--- src/rtl/udp_tx_scheduler_pkg.sv ---
// Shared encodings for the UDP/ARP transmit scheduler: launch sources,
// FSM states and the source-to-trigger mapping.
package udp_tx_scheduler_pkg;

  typedef enum logic [1:0] {
    SRC_NONE  = 2'd0,
    SRC_AD    = 2'd1,
    SRC_MOTOR = 2'd2,
    SRC_ARP   = 2'd3
  } src_e;

  typedef enum logic [1:0] {
    ST_IDLE      = 2'd0,
    ST_WAIT_DONE = 2'd1,
    ST_GAP       = 2'd2
  } state_e;

  // One-hot launch vector {arp, motor, ad}; SRC_NONE maps to no launch.
  function automatic logic [2:0] src_to_trig(src_e src);
    case (src)
      SRC_AD:    return 3'b001;
      SRC_MOTOR: return 3'b010;
      SRC_ARP:   return 3'b100;
      default:   return 3'b000;
    endcase
  endfunction

endpackage

--- src/rtl/udp_tx_scheduler_if.sv ---
// Request, end-of-frame and launch signals between the frame sources,
// the shared transmitter and the scheduler.
interface udp_tx_scheduler_if #(
  parameter int TCNT_W = 16,
  parameter int DCNT_W = 8
);
  logic              AD_FRAME_RDY;
  logic              MOTOR_REQ;
  logic              ARP_REQ;
  logic              PC_ADDR_VALID;
  logic              UDP_LAST;
  logic              ARP_LAST;
  logic              TRIG_ETH_TX;
  logic              TRIG_MOTOR_STATE;
  logic              TRIG_TX_ARP;
  logic              TX_BUSY;
  logic [1:0]        CUR_SRC;
  logic              TIMEOUT_ERR;
  logic [TCNT_W-1:0] TIMEOUT_CNT;
  logic [DCNT_W-1:0] MOTOR_DROP_CNT;

  modport master (
    output AD_FRAME_RDY, MOTOR_REQ, ARP_REQ, PC_ADDR_VALID, UDP_LAST, ARP_LAST,
    input  TRIG_ETH_TX, TRIG_MOTOR_STATE, TRIG_TX_ARP, TX_BUSY, CUR_SRC,
           TIMEOUT_ERR, TIMEOUT_CNT, MOTOR_DROP_CNT
  );

  modport slave (
    input  AD_FRAME_RDY, MOTOR_REQ, ARP_REQ, PC_ADDR_VALID, UDP_LAST, ARP_LAST,
    output TRIG_ETH_TX, TRIG_MOTOR_STATE, TRIG_TX_ARP, TX_BUSY, CUR_SRC,
           TIMEOUT_ERR, TIMEOUT_CNT, MOTOR_DROP_CNT
  );
endinterface

--- src/rtl/udp_tx_scheduler_sat_counter.sv ---
// Event counter that sticks at all-ones instead of wrapping; clr wins over inc.
module sat_counter #(
  parameter int WIDTH = 8
) (
  input  logic             CLK_125M,
  input  logic             SYS_RST,
  input  logic             inc,
  input  logic             clr,
  output logic [WIDTH-1:0] count
);

  // NOTE: registers use non-blocking assignments so every flop samples the
  // pre-edge value of every other flop, independent of block ordering.
  always_ff @(posedge CLK_125M) begin
    if (SYS_RST || clr) begin
      count <= '0;
    end else if (inc && (count != '1)) begin
      count <= count + 1'b1;
    end
  end

endmodule

--- src/rtl/udp_tx_scheduler.sv ---
// Serialises AD, motor-state and ARP frame launches onto one transmit path,
// with request latching, AD burst limiting, inter-frame gap and a watchdog.
module udp_tx_scheduler
  import udp_tx_scheduler_pkg::*;
#(
  parameter int IFG_CYCLES     = 12,
  parameter int AD_BURST_MAX   = 4,
  parameter int TIMEOUT_CYCLES = 4096,
  parameter int TCNT_W         = 16,
  parameter int DCNT_W         = 8
) (
  input logic               CLK_125M,
  input logic               SYS_RST,
  udp_tx_scheduler_if.slave tx
);

  localparam int WDOG_W   = $clog2(TIMEOUT_CYCLES + 1);
  localparam int GAP_W    = $clog2(IFG_CYCLES + 2);
  localparam int STREAK_W = $clog2(AD_BURST_MAX + 1);

  state_e              state_q, state_d;
  src_e                src_q, winner;
  logic [2:0]          trig_q;
  logic                busy_q, terr_q;
  logic                motor_pend_q, arp_pend_q;
  logic [STREAK_W-1:0] streak_q;
  logic [WDOG_W-1:0]   wdog_q;
  logic [GAP_W-1:0]    gap_q;
  logic                streak_sat, frame_done, wdog_expire, drop_inc;
  logic [TCNT_W-1:0]   timeout_cnt;
  logic [DCNT_W-1:0]   drop_cnt;

  assign streak_sat = (streak_q >= STREAK_W'(AD_BURST_MAX));
  assign drop_inc   = tx.MOTOR_REQ && motor_pend_q && (winner != SRC_MOTOR);

  // NOTE: every signal written here gets a default first, so no path through
  // the block leaves one unassigned and no latch is inferred.
  always_comb begin
    winner      = SRC_NONE;
    state_d     = state_q;
    frame_done  = 1'b0;
    wdog_expire = 1'b0;

    if (state_q == ST_IDLE) begin
      if (arp_pend_q) begin
        winner = SRC_ARP;
      end else if (tx.PC_ADDR_VALID && motor_pend_q && (streak_sat || !tx.AD_FRAME_RDY)) begin
        winner = SRC_MOTOR;
      end else if (tx.PC_ADDR_VALID && tx.AD_FRAME_RDY) begin
        winner = SRC_AD;
      end
    end

    // The trigger cycle itself never completes a frame.
    if (state_q == ST_WAIT_DONE) begin
      frame_done  = (trig_q == 3'b000) &&
                    ((src_q == SRC_ARP) ? tx.ARP_LAST : tx.UDP_LAST);
      wdog_expire = !frame_done && (wdog_q == WDOG_W'(TIMEOUT_CYCLES - 1));
    end

    case (state_q)
      ST_IDLE: begin
        if (winner != SRC_NONE) state_d = ST_WAIT_DONE;
      end
      ST_WAIT_DONE: begin
        if (frame_done || wdog_expire) state_d = (IFG_CYCLES > 1) ? ST_GAP : ST_IDLE;
      end
      ST_GAP: begin
        if (gap_q <= GAP_W'(2)) state_d = ST_IDLE;
      end
      default: state_d = ST_IDLE;
    endcase
  end

  always_ff @(posedge CLK_125M) begin
    if (SYS_RST) begin
      state_q      <= ST_IDLE;
      src_q        <= SRC_NONE;
      trig_q       <= '0;
      busy_q       <= 1'b0;
      terr_q       <= 1'b0;
      motor_pend_q <= 1'b0;
      arp_pend_q   <= 1'b0;
      streak_q     <= '0;
      wdog_q       <= '0;
      gap_q        <= '0;
    end else begin
      state_q <= state_d;
      trig_q  <= src_to_trig(winner);
      terr_q  <= wdog_expire;

      // A request in the grant cycle re-arms its latch rather than being lost.
      motor_pend_q <= tx.MOTOR_REQ | (motor_pend_q & (winner != SRC_MOTOR));
      arp_pend_q   <= tx.ARP_REQ   | (arp_pend_q   & (winner != SRC_ARP));

      if (winner != SRC_NONE) begin
        src_q  <= winner;
        busy_q <= 1'b1;
      end else if (state_d == ST_IDLE) begin
        src_q  <= SRC_NONE;
        busy_q <= 1'b0;
      end

      wdog_q <= (state_q == ST_WAIT_DONE && state_d == ST_WAIT_DONE) ? wdog_q + 1'b1 : '0;

      if (frame_done || wdog_expire) begin
        gap_q <= GAP_W'(IFG_CYCLES);
      end else if (state_q == ST_GAP) begin
        gap_q <= gap_q - 1'b1;
      end

      // An AD grant counts toward the burst even when it also lands in an
      // otherwise-clearing idle cycle.
      if (winner == SRC_AD) begin
        if (!streak_sat) streak_q <= streak_q + 1'b1;
      end else if (winner == SRC_MOTOR || (state_q == ST_IDLE && !motor_pend_q)) begin
        streak_q <= '0;
      end
    end
  end

  sat_counter #(.WIDTH(TCNT_W)) u_timeout_cnt (
    .CLK_125M (CLK_125M),
    .SYS_RST  (SYS_RST),
    .inc      (wdog_expire),
    .clr      (1'b0),
    .count    (timeout_cnt)
  );

  sat_counter #(.WIDTH(DCNT_W)) u_drop_cnt (
    .CLK_125M (CLK_125M),
    .SYS_RST  (SYS_RST),
    .inc      (drop_inc),
    .clr      (1'b0),
    .count    (drop_cnt)
  );

  assign tx.TRIG_ETH_TX      = trig_q[0];
  assign tx.TRIG_MOTOR_STATE = trig_q[1];
  assign tx.TRIG_TX_ARP      = trig_q[2];
  assign tx.TX_BUSY          = busy_q;
  assign tx.CUR_SRC          = src_q;
  assign tx.TIMEOUT_ERR      = terr_q;
  assign tx.TIMEOUT_CNT      = timeout_cnt;
  assign tx.MOTOR_DROP_CNT   = drop_cnt;

endmodule

--- src/flat_wrapper.sv ---
// flat-port wrapper written by rule: the top's interface ports become plain ports
module udp_tx_scheduler_flat import udp_tx_scheduler_pkg::*;
#(
  parameter int IFG_CYCLES     = 12,
  parameter int AD_BURST_MAX   = 4,
  parameter int TIMEOUT_CYCLES = 4096,
  parameter int TCNT_W         = 16,
  parameter int DCNT_W         = 8
)
  (CLK_125M, SYS_RST, tx_AD_FRAME_RDY, tx_MOTOR_REQ, tx_ARP_REQ, tx_PC_ADDR_VALID, tx_UDP_LAST, tx_ARP_LAST, tx_TRIG_ETH_TX, tx_TRIG_MOTOR_STATE, tx_TRIG_TX_ARP, tx_TX_BUSY, tx_CUR_SRC, tx_TIMEOUT_ERR, tx_TIMEOUT_CNT, tx_MOTOR_DROP_CNT);
  udp_tx_scheduler_if #(.TCNT_W(TCNT_W), .DCNT_W(DCNT_W)) tx_i ();
  input logic CLK_125M;
  input logic SYS_RST;
  input wire logic [$bits(tx_i.AD_FRAME_RDY)-1:0] tx_AD_FRAME_RDY;
  input wire logic [$bits(tx_i.MOTOR_REQ)-1:0] tx_MOTOR_REQ;
  input wire logic [$bits(tx_i.ARP_REQ)-1:0] tx_ARP_REQ;
  input wire logic [$bits(tx_i.PC_ADDR_VALID)-1:0] tx_PC_ADDR_VALID;
  input wire logic [$bits(tx_i.UDP_LAST)-1:0] tx_UDP_LAST;
  input wire logic [$bits(tx_i.ARP_LAST)-1:0] tx_ARP_LAST;
  output wire logic [$bits(tx_i.TRIG_ETH_TX)-1:0] tx_TRIG_ETH_TX;
  output wire logic [$bits(tx_i.TRIG_MOTOR_STATE)-1:0] tx_TRIG_MOTOR_STATE;
  output wire logic [$bits(tx_i.TRIG_TX_ARP)-1:0] tx_TRIG_TX_ARP;
  output wire logic [$bits(tx_i.TX_BUSY)-1:0] tx_TX_BUSY;
  output wire logic [$bits(tx_i.CUR_SRC)-1:0] tx_CUR_SRC;
  output wire logic [$bits(tx_i.TIMEOUT_ERR)-1:0] tx_TIMEOUT_ERR;
  output wire logic [$bits(tx_i.TIMEOUT_CNT)-1:0] tx_TIMEOUT_CNT;
  output wire logic [$bits(tx_i.MOTOR_DROP_CNT)-1:0] tx_MOTOR_DROP_CNT;
  assign tx_i.AD_FRAME_RDY = tx_AD_FRAME_RDY;
  assign tx_i.MOTOR_REQ = tx_MOTOR_REQ;
  assign tx_i.ARP_REQ = tx_ARP_REQ;
  assign tx_i.PC_ADDR_VALID = tx_PC_ADDR_VALID;
  assign tx_i.UDP_LAST = tx_UDP_LAST;
  assign tx_i.ARP_LAST = tx_ARP_LAST;
  assign tx_TRIG_ETH_TX = tx_i.TRIG_ETH_TX;
  assign tx_TRIG_MOTOR_STATE = tx_i.TRIG_MOTOR_STATE;
  assign tx_TRIG_TX_ARP = tx_i.TRIG_TX_ARP;
  assign tx_TX_BUSY = tx_i.TX_BUSY;
  assign tx_CUR_SRC = tx_i.CUR_SRC;
  assign tx_TIMEOUT_ERR = tx_i.TIMEOUT_ERR;
  assign tx_TIMEOUT_CNT = tx_i.TIMEOUT_CNT;
  assign tx_MOTOR_DROP_CNT = tx_i.MOTOR_DROP_CNT;
  udp_tx_scheduler #(.IFG_CYCLES(IFG_CYCLES), .AD_BURST_MAX(AD_BURST_MAX), .TIMEOUT_CYCLES(TIMEOUT_CYCLES), .TCNT_W(TCNT_W), .DCNT_W(DCNT_W)) u_core (.CLK_125M(CLK_125M), .SYS_RST(SYS_RST), .tx(tx_i));
endmodule
--- config.mk ---
export PLATFORM = sky130hd
export DESIGN_NAME = udp_tx_scheduler_flat
export DESIGN_NICKNAME = d
export VERILOG_FILES = /design/src/rtl/udp_tx_scheduler_pkg.sv /design/src/rtl/udp_tx_scheduler_if.sv /design/src/rtl/udp_tx_scheduler_sat_counter.sv /design/src/rtl/udp_tx_scheduler.sv /design/src/flat_wrapper.sv
export SDC_FILE = /design/constraint.sdc
export NUM_CORES = 1
export LEC_CHECK = 0
export CAP_MARGIN = 10
export CORE_MARGIN = 2
export CORE_UTILIZATION = 48
export DETAILED_ROUTE_END_ITERATION = 12
export PLACE_DENSITY = 0.84
export SYNTH_ARGS = -nofsm -noshare
export SYNTH_HDL_FRONTEND = slang
export SYNTH_SLANG_ARGS = --single-unit
--- constraint.sdc ---
create_clock -name CLK_125M -period 2.1 [get_ports CLK_125M]
set_input_delay 0.315 -clock CLK_125M [delete_from_list [all_inputs] [get_ports CLK_125M]]
set_output_delay 0.315 -clock CLK_125M [all_outputs]
set_load 0.1 [all_outputs]
== After elaboration in Yosys (flattened, before gate mapping) ==
Cells that the tools add are included.

* Bits in registers: 55
* Output and inout port bits: 31
* Word-level logic and storage cells: 86

* Add/sub/neg operators: 5
* Mux-type cells: 21
* Equal/unequal tests: 13
* Magnitude comparators: 2
* Reduce and logical (&&, ||, !) cells: 27
* Bitwise logic cells: 5

{| class="wikitable"
|+ Operator list
! kind !! count
|-
| adder 16 x 1 -> 16 bit, second input constant || 1
|-
| two-way mux 2 bit || 8
|-
| inequality test 16 bit, second input constant || 1
|-
| adder 13 x 1 -> 13 bit, second input constant || 1
|-
| equality test 13 x 12 -> 1 bit, second input constant || 1
|-
| logical AND 1 bit || 11
|-
| two-way mux 3 bit || 3
|-
| one-hot mux 3 bit (3 select lines) || 1
|-
| adder 8 x 1 -> 8 bit, second input constant || 1
|-
| equality test 2 bit, second input constant || 4
|-
| two-way mux 4 bit || 2
|-
| inequality test 8 bit, second input constant || 1
|-
| nonzero test 2 bit || 4
|-
| equality test 2 x 1 -> 1 bit, second input constant || 3
|-
| two-way mux 1 bit || 6
|-
| inequality test 2 bit, second input constant || 3
|-
| one-hot mux 2 bit (3 select lines) || 1
|-
| <= comparator 4 x 2 -> 1 bit, second input constant || 1
|-
| zero test 2 bit || 2
|-
| OR reduction 2 bit || 2
|-
| subtractor 4 x 1 -> 4 bit, second input constant || 1
|-
| adder 3 x 1 -> 3 bit, second input constant || 1
|-
| >= comparator 3 bit, second input constant || 1
|-
| zero test 1 bit || 3
|-
| other kinds (6) || 10
|}

== Logic depth before layout (Yosys ltp) ==
* Depth after elaboration: 13
* Gate-level depth with buffers: 8

== Hierarchy ==
A second synthesis with hierarchy kept.

* Cells, all modules: 302
* Area total of the unflattened synthesis: 2671.3 µm²

{| class="wikitable"
|+ By module, submodules not included
! module !! area an instance (µm²) !! cells each !! times used
|-
| udp_tx_scheduler || 1402.6 || 159 || 1
|-
| sat_counter (u_core.u_timeout_cnt) || 847.1 || 95 || 1
|-
| sat_counter (u_core.u_drop_cnt) || 421.7 || 48 || 1
|}

== Least setup slack after synthesis ==
No wires, ideal clock.

* Path type: register to register
* Start point: reg u_core.u_timeout_cnt.count[0]
* End point: reg u_core.u_timeout_cnt.count[5]
* Data required time: 1979 ps
* Setup slack: -580 ps
* Period minus slack after synthesis: 2680 ps
* Stages on the path, launching flop included: 9
* Data arrival time: 2558 ps
* Buffers on the path: 2
* Library setup time: 121 ps
* Cells stage by stage: dfxtp_1 -> ha_1 -> nand2_1 -> or3_1 -> buf_6 -> nor2_4 -> buf_6 -> nor4_1 -> mux2_4

* Word-level cells in the longest chain between the ends: 2
* Elaborated cells on any way between the ends: 3

{| class="wikitable"
|+ Ends and longest elaborated chain
! element !! RTL line !! source
|-
| start, declared || udp_tx_scheduler_sat_counter.sv:9 || <nowiki>output logic [WIDTH-1:0] count</nowiki>
|-
| start signal, assigned || udp_tx_scheduler_sat_counter.sv:18 || <nowiki>count <= count + 1'b1;</nowiki>
|-
| parallel branches: the longest is 2 deep, another holds adder 16 x 1 -> 16 bit || n/a ||
|}

Several ways; the timed one is not identified.
A chain may end at the register's enable or synchronous reset.

== Worst setup path in the final report ==
* Start point: reg u_core.wdog_q[5]
* End point: reg u_core.u_timeout_cnt.count[8]

* Word-level cells in the longest chain between the ends: 4

{| class="wikitable"
|+ Ends and longest elaborated chain
! element !! RTL line !! source
|-
| start, declared || udp_tx_scheduler.sv:27 || <nowiki>logic [WDOG_W-1:0] wdog_q;</nowiki>
|-
| start signal, assigned || udp_tx_scheduler.sv:104 || <nowiki>wdog_q <= (state_q == ST_WAIT_DONE && state_d == ST_WAIT_DONE) ? wdog_q + 1'b1 : '0;</nowiki>
|-
| equality test 13 x 12 -> 1 bit || udp_tx_scheduler.sv:58 || <nowiki>wdog_expire = !frame_done && (wdog_q == WDOG_W'(TIMEOUT_CYCLES - 1));</nowiki>
|-
| logical AND 1 bit || udp_tx_scheduler.sv:58 ||
|-
| two-way mux 1 bit || udp_tx_scheduler.sv:55 || <nowiki>if (state_q == ST_WAIT_DONE) begin</nowiki>
|-
| logical AND 1 bit || udp_tx_scheduler_sat_counter.sv:17 || <nowiki>end else if (inc && (count != '1)) begin</nowiki>
|}

Every way passes these cells.

==> PnR_summary.wiki <==
{| class="wikitable"
! Metric !! Value
|-
| Overall fraction of global-route tracks in use || 19.7%
|-
| Number of antenna violations at the first check in global routing || 0
|-
| Final clock skew || 0.0117 ns
|-
| Relative slew margins || 69.3%
|-
| Worst reg-to-reg setup slack || 0.15 ns
|-
| Slew at the pin with the worst max-slew slack || 0.457 ns
|-
| Class of the tightest hold or removal check || reg -> reg
|-
| CTS-repair resized insts || 0
|-
| Final cell count without fillers || 422
|-
| Capturing point of the worst reg2reg path || u_core.u_timeout_cnt.count[8]
|-
| Rows || 26
|-
| YS warnings || 0
|-
| Unrepaired setup endpoints after global routing || false
|-
| Fraction of final layout cells sized beyond drive strength 1 || 27.0%
|-
| Crit share post-route || 93.0%
|-
| Worst hold path startpoint || u_core.wdog_q[0]
|-
| Maximum number of pins on one net before global-route repair || 29
|-
| ANT nets after route || 0
|-
| Core box area || 5170 µm²
|-
| Power per standard cell area || 619 nW/µm²
|-
| Final wirelength || 5640 µm
|-
| Critical Path AT || 2.15 ns
|-
| Initial drt markers || 118
|-
| Global route total overflow || 0
|-
| Count of flip-flops with a built-in enable after synthesis || 0
|-
| Area used by multi-input combinational logic || 1410 µm²
|-
| CTS Hold Bufs || 0
|-
| Area enclosed by the die boundary || 6000 µm²
|-
| # port buffers || 38
|-
| Critical Path End Type || flip-flop
|-
| Detailed placer's ending HPWL || 3890 µm
|-
| Largest incremental delay on the critical path || 0.39 ns
|-
| Final non-filler cell area || 3270 µm²
|-
| Final routed DRC violation total || 0
|-
| Worst Setup SP || u_core.wdog_q[5]
|-
| Slowest stage cell, crit path || sky130_fd_sc_hd__dfxtp_1
|-
| Number of failing hold endpoints at the final stage || 0
|-
| CTS tree || built
|-
| Share of async-settable or async-resettable flops after synthesis || 0%
|-
| Tmin final || 1.95 ns
|-
| LEAKAGE || 0.00117 µW
|-
| Top cells by area in the synthesized netlist || sky130_fd_sc_hd__dfxtp_1 (43%), sky130_fd_sc_hd__nor2_1 (6.4%), sky130_fd_sc_hd__xnor2_1 (5.1%)
|-
| Die boundary width || 77.4 µm
|-
| CTS H-Tree Depth || 2
|-
| Number of unique standard cell types used by synthesis || 50
|-
| Clock sinks || 55
|-
| Maximum clock rate || 0.512 GHz
|-
| Worst min-delay path endpoint || u_core.wdog_q[0]
|-
| Biggest area consumer among synthesized cells || sky130_fd_sc_hd__dfxtp_1
|-
| Via count of the first global-routing pass || 2117
|-
| Total clock buffers created by CTS || 5
|-
| Post-CTS setup buffers || 0
|-
| GP Congestion || 0.813
|-
| Most frequent cell after synthesis || sky130_fd_sc_hd__dfxtp_1
|-
| Worst-path clk slew || 0.09 ns
|-
| Reg-to-reg startpoint || u_core.wdog_q[5]
|-
| Highest net fanout along the worst path || 19
|-
| Total power of the final layout || 2020 µW
|-
| CTS root buf || sky130_fd_sc_hd__clkbuf_8
|-
| Required time of the worst setup path || 2.30 ns
|-
| Number of diodes || 0
|-
| Post-Place Cells || 414
|-
| Final-report max-slew violation count || 0
|-
| Number of setup violations in the final report || 0
|-
| I/O pin total || 39
|-
| Post-synth top area share || 42.5%
|-
| Clock Path Buffers || 2
|-
| Synthesized netlist net count || 315
|-
| Vias after detailed routing || 2300
|-
| Initial Utilization || 50.0%
|-
| Flip-flop and latch count after synthesis || 55
|-
| Ranking of synthesized cells by instance count || sky130_fd_sc_hd__dfxtp_1 (55), sky130_fd_sc_hd__nor2_1 (44), sky130_fd_sc_hd__a21oi_1 (21)
|-
| Max Cap Violations || 0
|-
| Layout-stage area growth over the synthesis result || 26.2%
|-
| Cell depth of the worst hold path || 1
|-
| Filler cell count in the final layout || 436
|-
| Post-Synthesis Cell Area || 2590 µm²
|-
| Cell count after synthesis || 300
|-
| Area taken by flip-flops and latches || 1140 µm²
|-
| Instance area at placement || 3130 µm²
|-
| Startpoint type of the worst setup path || flip-flop
|-
| Critical path type || reg -> reg
|-
| Depth of the worst register-to-register path || 6
|-
| Pre-antenna DRT Iters || 4
|-
| Post-Syn Area per Cell || 8.63 µm²
|-
| Status || completed
|-
| Number of nets at the end of the flow || 366
|-
| Insertion delay to the later sink of the worst-skew pair || 0.31 ns
|-
| CP cell instances || nand4_1, nor2_4, nand3_1, buf_12, nor4_2, mux2_2
|-
| Post-synth top flop || sky130_fd_sc_hd__dfxtp_1
|-
| First-pass GRT wire length || 9710 µm
|-
| Detailed-route vias per instance || 5.45
|-
| Height of the chip || 77.4 µm
|-
| Portion of the post-synthesis area used by sequential elements || 42.5%
|-
| Worst VDD drop || 0.000307 V
|-
| Routed wire per std cell || 13.4 µm
|}
layout by cell type (no fill, tap or decap), drive strengths merged, types with 3 or more instances in the layout:
master / instances
ha: 7
and3: 3
nor3: 9
clkbuf: 7
nand3: 14
nor2: 46
xnor2: 15
o41ai: 3
nand2b: 3
or4: 7
inv: 13
clkdlybuf4s50: 7
dfxtp: 55
xor2: 3
nand2: 16
nor2b: 7
nand4: 9
o21ai: 10
o31ai: 10
mux2: 4
or3: 4
nor4: 7
a21oi: 21
buf: 49
worst max-delay path, delay by kind of cell, from the launching register on:
family,cells,cell delay [ns]
flops,1,0.39
buf+inv,1,0.19
mux,1,0.37
simple gates,4,0.89
kinds of logic (layout without fill, tap and decap cells):
logic type / after synthesis / after routing / share of synthesized area [%]
and+or+nand+nor: 133 / 133 / 27.2
AOI/OAI and AO/OA: 56 / 56 / 14.0
DFF: 55 / 55 / 42.5
buffers and inverters: 26 / 78 / 4.49
xor gates and xnor gates: 18 / 18 / 6.09
adders and majority gates: 7 / 7 / 3.38
muxes: 5 / 5 / 2.27
power breakdown:
part	internal, µW	switching (µW)	total (µW)
Combinational	87.6	163	250
Clock	357	327	684
Sequential	1060	28.3	1090
flip-flops by register name (all words and copies together) (netlist names):
register	flops
u_core.arp_pend_q	1
u_core.gap_q	4
u_core.motor_pend_q	1
u_core.state_q	2
u_core.streak_q	3
u_core.trig_q	3
u_core.tx.CUR_SRC	2
u_core.tx.TIMEOUT_ERR	1
u_core.tx.TX_BUSY	1
u_core.u_drop_cnt.count	8
u_core.u_timeout_cnt.count	16
u_core.wdog_q	13
worst max-delay path by stage:
stage	cells past startpoint	to
after floorplan	5	u_core.u_timeout_cnt.count[5]
after CTS	7	u_core.u_timeout_cnt.count[8]
after global placement	7	u_core.u_timeout_cnt.count[5]
after detailed placement	7	u_core.u_timeout_cnt.count[8]
after global routing	7	u_core.u_timeout_cnt.count[2]
final	6	u_core.u_timeout_cnt.count[8]
per-stage QoR:
step	TNS (ns)	worst slack (ns)	utilization, %	hold slack [ns]
2_1_floorplan	-0.00763	-0.00763	-	0.421
3_3_place_gp	-0.320	-0.0907	60.5	0.446
3_5_place_dp	-0.642	-0.116	60.5	0.450
4_1_cts	0	0.0310	62.6	0.472
5_1_grt	0	0.00609	63.2	0.454
6_report	0	0.147	63.2	0.434
per-layer routing:
metal	vias up	part of all wire (%)	routed length [µm]	global-route usage, %
met4	0	1.5	82	6.96
met3	8	3.5	199	5.12
met2	28	47	2670	32.3
met5	-	0	0	0
met1	1095	48	2690	25.0
li1	1169	-	-	-
cell type report:
class                   instances  area share (%)
well taps                      70            2.68
repair buffers                 56            14.2
multi-input cells             219            43.3
clock buffers                   7            2.34
clock inverters                 1           0.919
inverters                      14            1.61
flip-flops and latches         55            35.0
Note: power is estimated with default switching activity, not from simulation.
